==> config.mk <==
export PLATFORM = sky130hd
export DESIGN_NAME = gray_code_counter
export DESIGN_NICKNAME = d
export VERILOG_FILES = /design/src/rtl/gray_code_counter.sv
export SDC_FILE = /design/constraint.sdc
export NUM_CORES = 1
export LEC_CHECK = 0
export ABC_AREA = 1
export CAP_MARGIN = 20
export CORE_AREA = 2 2 42 44
export CTS_BUF_LIST = sky130_fd_sc_hd__clkbuf_2
export DETAILED_ROUTE_END_ITERATION = 10
export DIE_AREA = 0 0 44 46
export GPL_TIMING_DRIVEN = 0
export PLACE_DENSITY = 0.67
export SYNTH_ARGS = -nofsm -noshare
export SYNTH_HDL_FRONTEND = slang
export SYNTH_SLANG_ARGS = --single-unit
==> constraint.sdc <==
create_clock -name clk -period 2.4 [get_ports clk]
set_clock_uncertainty 0.2 [all_clocks]
set_input_delay 0.48 -clock clk [delete_from_list [all_inputs] [get_ports clk]]
set_output_delay 0.48 -clock clk [all_outputs]
set_load 0.01 [all_outputs]
==> src/rtl/gray_code_counter.sv <==
// Registered up/down binary counter with a registered Gray-code view and a
// one-cycle wrap pulse; supports synchronous load of binary or Gray values.
module gray_code_counter #(
    parameter int unsigned           WIDTH    = 4,
    parameter logic [WIDTH-1:0]      INIT_BIN = '0
) (
    input  logic             clk,
    input  logic             rst,
    input  logic             en,
    input  logic             up_dn,
    input  logic             load,
    input  logic             load_is_gray,
    input  logic [WIDTH-1:0] load_val,
    output logic [WIDTH-1:0] bin_out,
    output logic [WIDTH-1:0] gray_out,
    output logic             wrap
);

    localparam logic [WIDTH-1:0] INIT_GRAY = INIT_BIN ^ (INIT_BIN >> 1);

    logic [WIDTH-1:0] bin_q;
    logic [WIDTH-1:0] gray_q;
    logic             wrap_q;

    logic [WIDTH-1:0] load_bin;
    logic [WIDTH-1:0] bin_next;
    logic             wrap_next;

    // Gray to binary: running XOR from the MSB down.
    always_comb begin
        load_bin = load_val;
        for (int i = WIDTH - 2; i >= 0; i--) begin
            load_bin[i] = load_bin[i+1] ^ load_val[i];
        end
    end

    // Wrap is decided from the pre-step value, so no carry bit is kept.
    always_comb begin
        bin_next  = bin_q;
        wrap_next = 1'b0;
        if (load) begin
            bin_next = load_is_gray ? load_bin : load_val;
        end else if (en) begin
            if (up_dn) begin
                bin_next  = bin_q + WIDTH'(1);
                wrap_next = (bin_q == {WIDTH{1'b1}});
            end else begin
                bin_next  = bin_q - WIDTH'(1);
                wrap_next = (bin_q == '0);
            end
        end
    end

    always_ff @(posedge clk) begin
        if (rst) begin
            bin_q  <= INIT_BIN;
            gray_q <= INIT_GRAY;
            wrap_q <= 1'b0;
        end else begin
            bin_q  <= bin_next;
            gray_q <= bin_next ^ (bin_next >> 1);
            wrap_q <= wrap_next;
        end
    end

    assign bin_out  = bin_q;
    assign gray_out = gray_q;
    assign wrap     = wrap_q;

endmodule

==> impl_metrics.csv, run 1 <==
group,metric,value,unit
outcome,status,"complete, no violations",
global_routing,first_global_vias,536,
clocking,clk-insertion-delay-late,0.23,ns
setup_path,path_cells,"clkdlybuf4s50_1, inv_1, ha_1, or2_1, nand2_1, nand2_1, nand3_1, nand2_1, nand2_1, nand2_1, nand2_1, nor2_2",
clocking,clockRootBuffer,"clkbuf_2",
clocking,cts_buffers,3,
setup_path,rr_worst_depth,9,
synth,synth_area,588,um^2
setup_path,crit_arrival,2.22,ns
sta,maxSlewViolCount,0,
setup_path,crit_slowest_cell,"clkdlybuf4s50_1",
global_routing,grt_busiest_layer,"met2",
clocking,clockBufferDepth,2,
global_routing,grtUsageTotal,13.3,%
synth,seq_area_frac_synth,27.2,%
setup_path,cp_data_required_time,2.34,ns
power_and_ir_drop,p_leak,0.385,nW
min_path,holdPathStages,2,
clocking,holdBufCountCts,0,
floorplan,die-width,44,um
sta,finalHoldViolations,0,
min_path,hp-start,"bin_out[2]",
power_and_ir_drop,power_density,479,nW/um^2
global_routing,antenna_found_initial,0,
drt,vias,599,
synth,synth_edf_count,0,
final_layout,final_nets,123,
floorplan,coreArea,1610,um^2
drt,initialDrtViolationCount,19,
power_and_ir_drop,irDropWorstVdd,0.222,mV
setup_path,r2r_start,"bin_out[0]",
sta,worst-slew-pin-transition,0.281,ns
setup_path,startpoint_type,"input pin",
global_routing,met1_usage,15.5,%
floorplan,die_height,46,um
synth,synth_fp_nets,100,
sta,max_slew_margin,81.2,%
sta,period_needed,2.28,ns
floorplan,start_util,36.4,%
clocking,clk_pin_slew,0.08,ns
global_routing,grt_overflow,0,
placed_design,io_buffers,18,
power_and_ir_drop,swShare,33.9,%
synth,synth_async_sr_flop_share,0,%
power_and_ir_drop,switching_power,131,uW
setup_path,crit_type,"input pin to flip-flop",
run,max_cap_violations,0,
setup_path,critPathBufInv,2,
clocking,cts_resized,0,
final_layout,finalInstanceArea,805,um^2
sta,setup_viol,0,
clocking,htree_levels,1,
setup_path,critical-path-top-delay-family,"simple AND/OR/NAND/NOR gates",
synth,synth_cell_type_count,23,
drt,wl,1.23,mm
global_routing,use_met3,1.59,%
synth,synthFlopType,"dfxtp_1",
synth,syn_inst,87,
sta,fin_setup_tns,0,ns
setup_path,critical_path.endpoint_type,"flip-flop",
power_and_ir_drop,clock_power_share,20.4,%
clocking,numClockSinks,8,
drt,drc,0,
setup_path,crit-reg2reg-capture,"gray_out[1]",
global_routing,grt_pass1_wl,1.99,mm
setup_path,worst-path-max-fanout,4,
synth,yosys_warnings,0,
setup_path,critical-path-max-stage-delay,0.56,ns
power_and_ir_drop,power.internal,255,uW
clocking,post-cts-setup-buffer-count,0,
power_and_ir_drop,seqPwrFrac,40.1,%
placed_design,dp_hpwl,1.06,mm
drt,drt_first_pass_iters,4,
global_routing,use_met2,24.4,%
synth,avgSynthCellArea,6.76,um^2
floorplan,die_area,2020,um^2
clocking,cts_tree,"yes",
global_routing,grt_max_degree,8,
setup_path,path_common_cell,"nand2_1",
final_layout,area_growth,36.8,%
placed_design,gp_congestion,0.825,
min_path,hp-class,"flip-flop to flip-flop",
sta,timing.final.crit_share,95.0,%
floorplan,io_pins,19,
min_path,holdPathEnd,"wrap",
sta,max_clock_freq,0.439,GHz
sta,rsz0062_at_grt,"no",
synth,ys_ff_latch,8,
power_and_ir_drop,combPwrFrac,39.6,%
drt,routed_via_density,4.79,
drt,wl_per_cell,9.82,um
placed_design,placed_area,790,um^2
final_layout,diodes,0,
final_layout,layout-drive-gt1-share,16.7,%
floorplan,rows,15,
setup_path,reg2reg_slack,0.51,ns
drt,ant_nets,0,
worst max-delay path by stage:
stage,from,endpoint,cells past startpoint
after floorplan,bin_out[0],gray_out[1],9
after global placement,up_dn,gray_out[2],12
after detailed placement,up_dn,gray_out[2],12
after CTS,up_dn,gray_out[2],12
after global routing,up_dn,gray_out[2],12
final,up_dn,gray_out[2],12
worst reg2reg max path, cell delays in order (launching register included):
cell and delay [ns]:
dfxtp_1 0.39, inv_1 0.11, fa_1 0.41, xnor2_1 0.13, o21ai_1 0.22, nand2_2 0.10, nand2_1 0.08, inv_2 0.04
nand2_1 0.06, o21ai_2 0.05
registers in the layout (all words and copies together) (netlist names):
| signal | count |
|---|---|
| bin_out | 4 |
| gray_out | 3 |
| wrap | 1 |
layer usage:
metal | up-vias | wire length (um) | part of all wire [%]
met1 | 261 | 542 | 44
met4 | 0 | 0 | 0
li1 | 320 | - | -
met5 | - | 0 | 0
met3 | 0 | 63 | 5.1
met2 | 18 | 622 | 51
area by class of cell:
type	count	area (um^2)
fill	169	810
buffer	1	7.51
timing repair buffer	18	180
inverter	14	52.6
tap	17	21.3
multi-input combinational	64	368
sequential	8	160
clock buffer	3	15.0
logic make-up after synthesis:
logic type	Yosys count	synth area share, %
AOI/OAI and AO/OA	9	11.5
adders and majority gates	3	7.66
buffers and inverters	15	10.2
and+or+nand+nor	51	41.9
xor gates and xnor gates	1	1.49
DFF	8	27.2
synthesized netlist by cell type (2+ instances only):
library cell / number / area, um^2
ha_1: 2 / 25.0
inv_2: 3 / 11.3
nand3_1: 7 / 35.0
nand2_2: 5 / 31.3
nand2_1: 20 / 75.1
dfxtp_1: 8 / 160
nor2_1: 11 / 41.3
inv_1: 11 / 41.3
nand4_1: 3 / 18.8
a21oi_1: 4 / 20.0
layout by cell type (no fill, tap or decap):
cell              n
clkdlybuf4s50_1  18
o21ai_2           1
o211ai_1          1
nand2_1          20
inv_2             3
inv_1            11
o21ai_0           1
o21ai_1           1
dfxtp_1           8
nand2_4           1
nand4_1           3
nor2_1           11
nor2_4            1
xnor2_1           1
nand2_2           5
or2_1             1
nor2_2            1
nand3_1           7
nand3_2           1
fa_1              1
clkbuf_2          3
a21oi_1           4
o211ai_4          1
buf_4             1
ha_1              2
power groups by stage:
stage                     sequential (mW)  clock, mW  combinational, mW
final                               0.154     0.0785              0.152
after global placement              0.157          0              0.151
after global routing                0.157     0.0856              0.168
after detailed placement            0.158          0              0.154
after floorplan                     0.163          0             0.0854
after CTS                           0.155     0.0798              0.155
per-stage QoR:
step	power [mW]	worst slack, ns	util (%)	std cells	hold slack (ns)
detailed placement	0.311	-0.150	48.9	122	0.339
global placement	0.308	-0.109	48.9	122	0.333
floorplan	0.248	0.598	-	87	0.334
CTS	0.389	0.104	49.8	125	0.340
global route	0.411	0.0184	49.8	125	0.373
finish	0.385	0.120	49.8	125	0.337
Power figures use the tool's default switching activity.
==> run 2: changes to the inputs <==
CORE_AREA = 2 2 39 41   (was 2 2 42 44)
DIE_AREA = 0 0 41 43   (was 0 0 44 46)
PLACE_DENSITY = 0.77   (was 0.67)
==> run 2 against run 1 <==
Against the previous run: via count up 2.2%; count of clock-buffer cells in the layout unchanged; routed wire length down 3.0%; worst hold slack about the same; fmax up 17%; sequential share of layout area about the same; combinational power about the same; sequential power about the same; critical path depth unchanged; global-route usage up 3.3 points; register-to-register slack about the same.
==> impl_metrics.csv, run 2 (same netlist as run 1, synthesis figures left out) <==
group,metric,value,unit
setup_path,crit_type,"input pin to flip-flop",
setup_path,critical-path-top-delay-family,"simple AND/OR/NAND/NOR gates",
drt,drc,0,
clocking,numClockSinks,8,
final_layout,layout_common_cells,"20 x nand2_1, 17 x clkdlybuf4s50_1, 11 x inv_1, 11 x nor2_1, 8 x dfxtp_1",
sta,fin_setup_tns,0,ns
clocking,clockBufferDepth,2,
setup_path,r2r_start,"bin_out[0]",
global_routing,grt_pass1_wl,2.06,mm
floorplan,die-width,41,um
floorplan,coreArea,1380,um^2
drt,initialDrtViolationCount,12,
drt,routed_via_density,4.94,
min_path,hp-class,"flip-flop to flip-flop",
floorplan,start_util,42.5,%
power_and_ir_drop,power_density,474,nW/um^2
setup_path,crit_arrival,1.86,ns
drt,wl,1.19,mm
final_layout,final_nets,123,
global_routing,first_global_vias,544,
placed_design,dp_hpwl,1.04,mm
clocking,clk-insertion-delay-late,0.22,ns
global_routing,grt_overflow,0,
global_routing,antenna_found_initial,0,
clocking,cts_buffers,3,
sta,max_slew_margin,81.1,%
final_layout,area_growth,37.0,%
sta,timing.final.crit_share,80.9,%
final_layout,utilization,58.2,%
setup_path,worst-path-max-fanout,4,
setup_path,rr_worst_depth,9,
sta,max_clock_freq,0.515,GHz
floorplan,rows,14,
setup_path,critical_path.endpoint_type,"flip-flop",
sta,setup_viol,0,
drt,vias,612,
setup_path,path_common_cell,"nand2_1",
drt,wl_per_cell,9.60,um
clocking,clk_pin_slew,0.07,ns
clocking,cts_tree,"yes",
setup_path,crit-reg2reg-capture,"gray_out[1]",
final_layout,diodes,0,
sta,finalHoldViolations,0,
placed_design,io_buffers,18,
power_and_ir_drop,irDropWorstVdd,0.323,mV
global_routing,grt_max_degree,8,
global_routing,grtUsageTotal,16.6,%
sta,period_needed,1.94,ns
drt,ant_nets,0,
power_and_ir_drop,p_leak,0.394,nW
clocking,htree_levels,1,
final_layout,nFillCells,136,
clocking,clockRootBuffer,"clkbuf_2",
sta,worst-slew-pin-transition,0.280,ns
final_layout,largest_reg_flops,4,
min_path,hp-start,"bin_out[2]",
final_layout,layout-drive-gt1-share,16.7,%
drt,drt_first_pass_iters,3,
final_layout,mostFrequentLayoutCell,"nand2_1",
run,max_cap_violations,0,
outcome,status,"complete, no violations",
min_path,holdPathStages,2,
floorplan,die_height,43,um
setup_path,cp_data_required_time,2.32,ns
setup_path,path_cells,"dlymetal6s2s_1, inv_1, ha_1, or2_1, nand2_1, nand2_1, nand3_1, nand2_1, nand2_1, nand2_1, nand2_1, nor2_2",
sta,rsz0062_at_grt,"no",
min_path,holdPathEnd,"wrap",
setup_path,crit_slowest_cell,"ha_1",
setup_path,critical-path-max-stage-delay,0.33,ns
floorplan,die_area,1760,um^2
setup_path,critPathBufInv,2,
sta,maxSlewViolCount,0,
floorplan,io_pins,19,
setup_path,reg2reg_slack,0.50,ns
clocking,holdBufCountCts,0,
placed_design,gp_congestion,0.741,
setup_path,startpoint_type,"input pin",
## run 2: changes by cell type in the layout (fill, tap and decap cells not counted), sizes merged
cell           previous run  this run
clkdlybuf4s50            18        17
dlymetal6s2s              0         1
## run 2: worst max-delay path by stage
stage	start	to	slack [ns]	cells after the start
after global placement	up_dn	gray_out[2]	-0.10	12
after CTS	up_dn	gray_out[2]	0.07	12
after detailed placement	up_dn	gray_out[2]	-0.16	12
after global routing	up_dn	gray_out[2]	0.36	12
final	up_dn	gray_out[2]	0.46	12
after floorplan	bin_out[0]	gray_out[1]	0.60	9
## run 2: repair_timing
action,CTS,global route
endpoints found under the setup margin,0,1
setup buffers,0,0
resized for setup,0,1
## run 2: through the flow
stage	hold WS (ns)	power (mW)	area (um^2)	std cells	worst slack [ns]
after floorplan	0.334	0.248	588	87	0.598
after global placement	0.341	0.308	788	121	-0.102
after detailed placement	0.341	0.312	788	121	-0.158
after CTS	0.345	0.385	803	124	0.0718
after global routing	0.395	0.414	806	124	0.359
final	0.337	0.382	806	124	0.458
## run 2: metal layers
| metal | track usage (%) | wire length (um) | vias to the layer above |
|---|---|---|---|
| met5 | 0 | 0 | - |
| li1 | - | - | 320 |
| met2 | 29.1 | 638 | 16 |
| met1 | 19.4 | 502 | 276 |
| met4 | 4.00 | 0 | 0 |
| met3 | 3.14 | 50 | 0 |
## run 2: layout make-up
type	instances	area, um^2	share of cell area [%]
multi-input cells	64	368	45.7
repair buffers	18	183	22.7
flip-flops and latches	8	160	19.9
inverters	14	52.6	6.52
well taps	16	20.0	2.48
clock buffers	3	15.0	1.86
plain buffers	1	7.51	0.932
## run 2: worst reg2reg max path, delay by kind of cell, from the launching register on
kind / cells / cell delay, ns
fa+ha+maj: 1 / 0.41
compound gates: 2 / 0.27
xor+xnor: 1 / 0.13
flops: 1 / 0.40
simple gates: 3 / 0.24
buf+inv: 2 / 0.15
## run 2: power breakdown
part           total [mW]  internal, mW  switching, mW
combinational       0.153        0.0750         0.0784
sequential          0.155         0.146        0.00908
clock              0.0739        0.0341         0.0398
==> run 3: changes to the inputs <==
CORE_AREA = 2 2 41 43   (was 2 2 39 41)
DIE_AREA = 0 0 43 45   (was 0 0 41 43)
PLACE_DENSITY = 0.73   (was 0.77)
clock period = 1.67 ns   (was 2.4 ns; I/O delays follow)
==> run 3 against run 2 <==
Against the previous run: the run now ends with setup timing left; routed wire length up 30%; global-route usage is 0.17 points lower; sequential share of layout area shrank 1.5 points; worst hold slack worse by 0.068 ns; cell count up 6.5%; count of clock-buffer cells in the layout up 1; register-to-register slack worse by 0.59 ns; critical endpoint is now gray_out[1]; largest cell class unchanged; highest routed layer is now met4.
==> impl_metrics.csv, run 3 (same netlist as run 1, synthesis figures left out) <==
group,metric,value,unit
clocking,holdBufCountCts,0,
floorplan,die_height,45,um
sta,fin_setup_tns,-0.144,ns
final_layout,utilization,63.0,%
power_and_ir_drop,power_density,681,nW/um^2
final_layout,largest_reg_flops,4,
final_layout,diodes,0,
sta,rsz0062_at_grt,"yes",
floorplan,rows,14,
final_layout,final_nets,130,
placed_design,dp_cells,121,
setup_path,critical_path.endpoint_type,"flip-flop",
power_and_ir_drop,clock_power_share,22.5,%
setup_path,crit_type,"flip-flop to flip-flop",
drt,ant_nets,0,
clocking,cts_tree,"yes",
sta,setup_viol,2,
floorplan,coreArea,1470,um^2
power_and_ir_drop,irDropWorstVdd,0.396,mV
power_and_ir_drop,p_leak,0.472,nW
sta,max_clock_freq,0.568,GHz
drt,initialDrtViolationCount,16,
run,max_cap_violations,0,
placed_design,dp_hpwl,1.07,mm
final_layout,fin_cells,132,
setup_path,cp_data_required_time,1.62,ns
floorplan,start_util,40.0,%
final_layout,layout-drive-gt1-share,39.7,%
power_and_ir_drop,power.internal,404,uW
power_and_ir_drop,switching_power,227,uW
drt,wl_per_cell,11.7,um
min_path,hp-class,"input pin to flip-flop",
power_and_ir_drop,seqPwrFrac,35.4,%
placed_design,io_buffers,18,
clocking,cts_buffers,3,
setup_path,worst-path-max-fanout,3,
sta,timing.final.crit_share,105,%
global_routing,grt_pass1_wl,2.42,mm
placed_design,pre_cts_ws,-0.754,ns
clocking,clk_pin_slew,0.09,ns
floorplan,die-width,43,um
clocking,clockBufferDepth,2,
placed_design,placed_area,796,um^2
sta,layout_setup_ws,-0.0902,ns
global_routing,first_global_vias,574,
final_layout,layout_common_cells,"15 x nand2_1, 11 x clkdlybuf4s50_1, 10 x nand2_2, 10 x nor2_1, 9 x inv_1",
power_and_ir_drop,power,631,uW
drt,routed_via_density,5.06,
global_routing,antenna_found_initial,0,
placed_design,gp_congestion,0.775,
setup_path,crit_arrival,1.71,ns
sta,finalHoldViolations,0,
final_layout,finalInstanceArea,927,um^2
final_layout,area_growth,57.7,%
final_layout,mostFrequentLayoutCell,"nand2_1",
setup_path,startpoint_type,"flip-flop",
clocking,clockRootBuffer,"clkbuf_2",
drt,vias,668,
global_routing,grt_overflow,0,
outcome,status,"finished, violations left",
sta,holdWs,0.269,ns
power_and_ir_drop,combPwrFrac,42.1,%
sta,worst-slew-pin-transition,0.286,ns
floorplan,die_area,1940,um^2
global_routing,grtUsageTotal,16.4,%
drt,wl,1.55,mm
sta,max_slew_margin,80.7,%
drt,drc,0,
clocking,htree_levels,1,
power_and_ir_drop,swShare,35.9,%
clocking,clk-insertion-delay-late,0.25,ns
drt,drt_first_pass_iters,5,
clocking,numClockSinks,8,
sta,maxSlewViolCount,0,
sta,period_needed,1.76,ns
floorplan,io_pins,19,
global_routing,grt_max_degree,8,
outcome,violations,"setup timing",
[run 3: metal layers]
layer  global-route usage (%)  share of wire (%)  wire length (um)
met5                        0                  0                 0
met1                     20.1                 41               634
met4                     9.09                3.9                61
met2                     28.5                 50               776
met3                     1.60                4.8                74
[run 3: critical path, cell delays in order, from the launching register on]
cell,delay (ns)
dfxtp_4,0.37
inv_2,0.05
fa_2,0.37
xnor2_1,0.17
o21ai_2,0.19
nand2_2,0.10
nand2_2,0.09
inv_2,0.03
nand2_1,0.05
o21ai_2,0.05
[run 3: path summary, 6_finish.rpt]
check / startpoint / to / slack, ns / cells past startpoint
worst max register to register: bin_out[1] / gray_out[1] / -0.09 / 9
worst min-delay path: up_dn / wrap / 0.27 / 4
worst min register to register: bin_out[2] / wrap / 0.34 / 2
worst max-delay path: bin_out[1] / gray_out[1] / -0.09 / 9
[run 3: power groups by stage]
stage                     sequential, mW  clock [mW]  combinational [mW]
final                              0.223       0.142               0.266
after detailed placement           0.228           0               0.223
after floorplan                    0.235           0               0.124
after CTS                          0.222       0.141               0.230
after global placement             0.227           0               0.219
after global routing               0.225       0.153               0.293
[run 3: final cells by class]
| cell class | count | area [um^2] |
|---|---|---|
| Buffer | 1 | 7.51 |
| Sequential cell | 8 | 170 |
| Tap cell | 16 | 20.0 |
| Fill cell | 139 | 544 |
| Multi-Input combinational cell | 64 | 424 |
| Inverter | 14 | 55.1 |
| Timing Repair Buffer | 25 | 230 |
| Clock buffer | 4 | 20.0 |
[run 3: what timing repair did]
| item | in CTS | in global routing |
|---|---|---|
| buffers inserted | 3 | 4 |
| gates resized for setup | 13 | 15 |
| pin swaps | 5 | 4 |
| setup endpoints to repair | 11 | 6 |
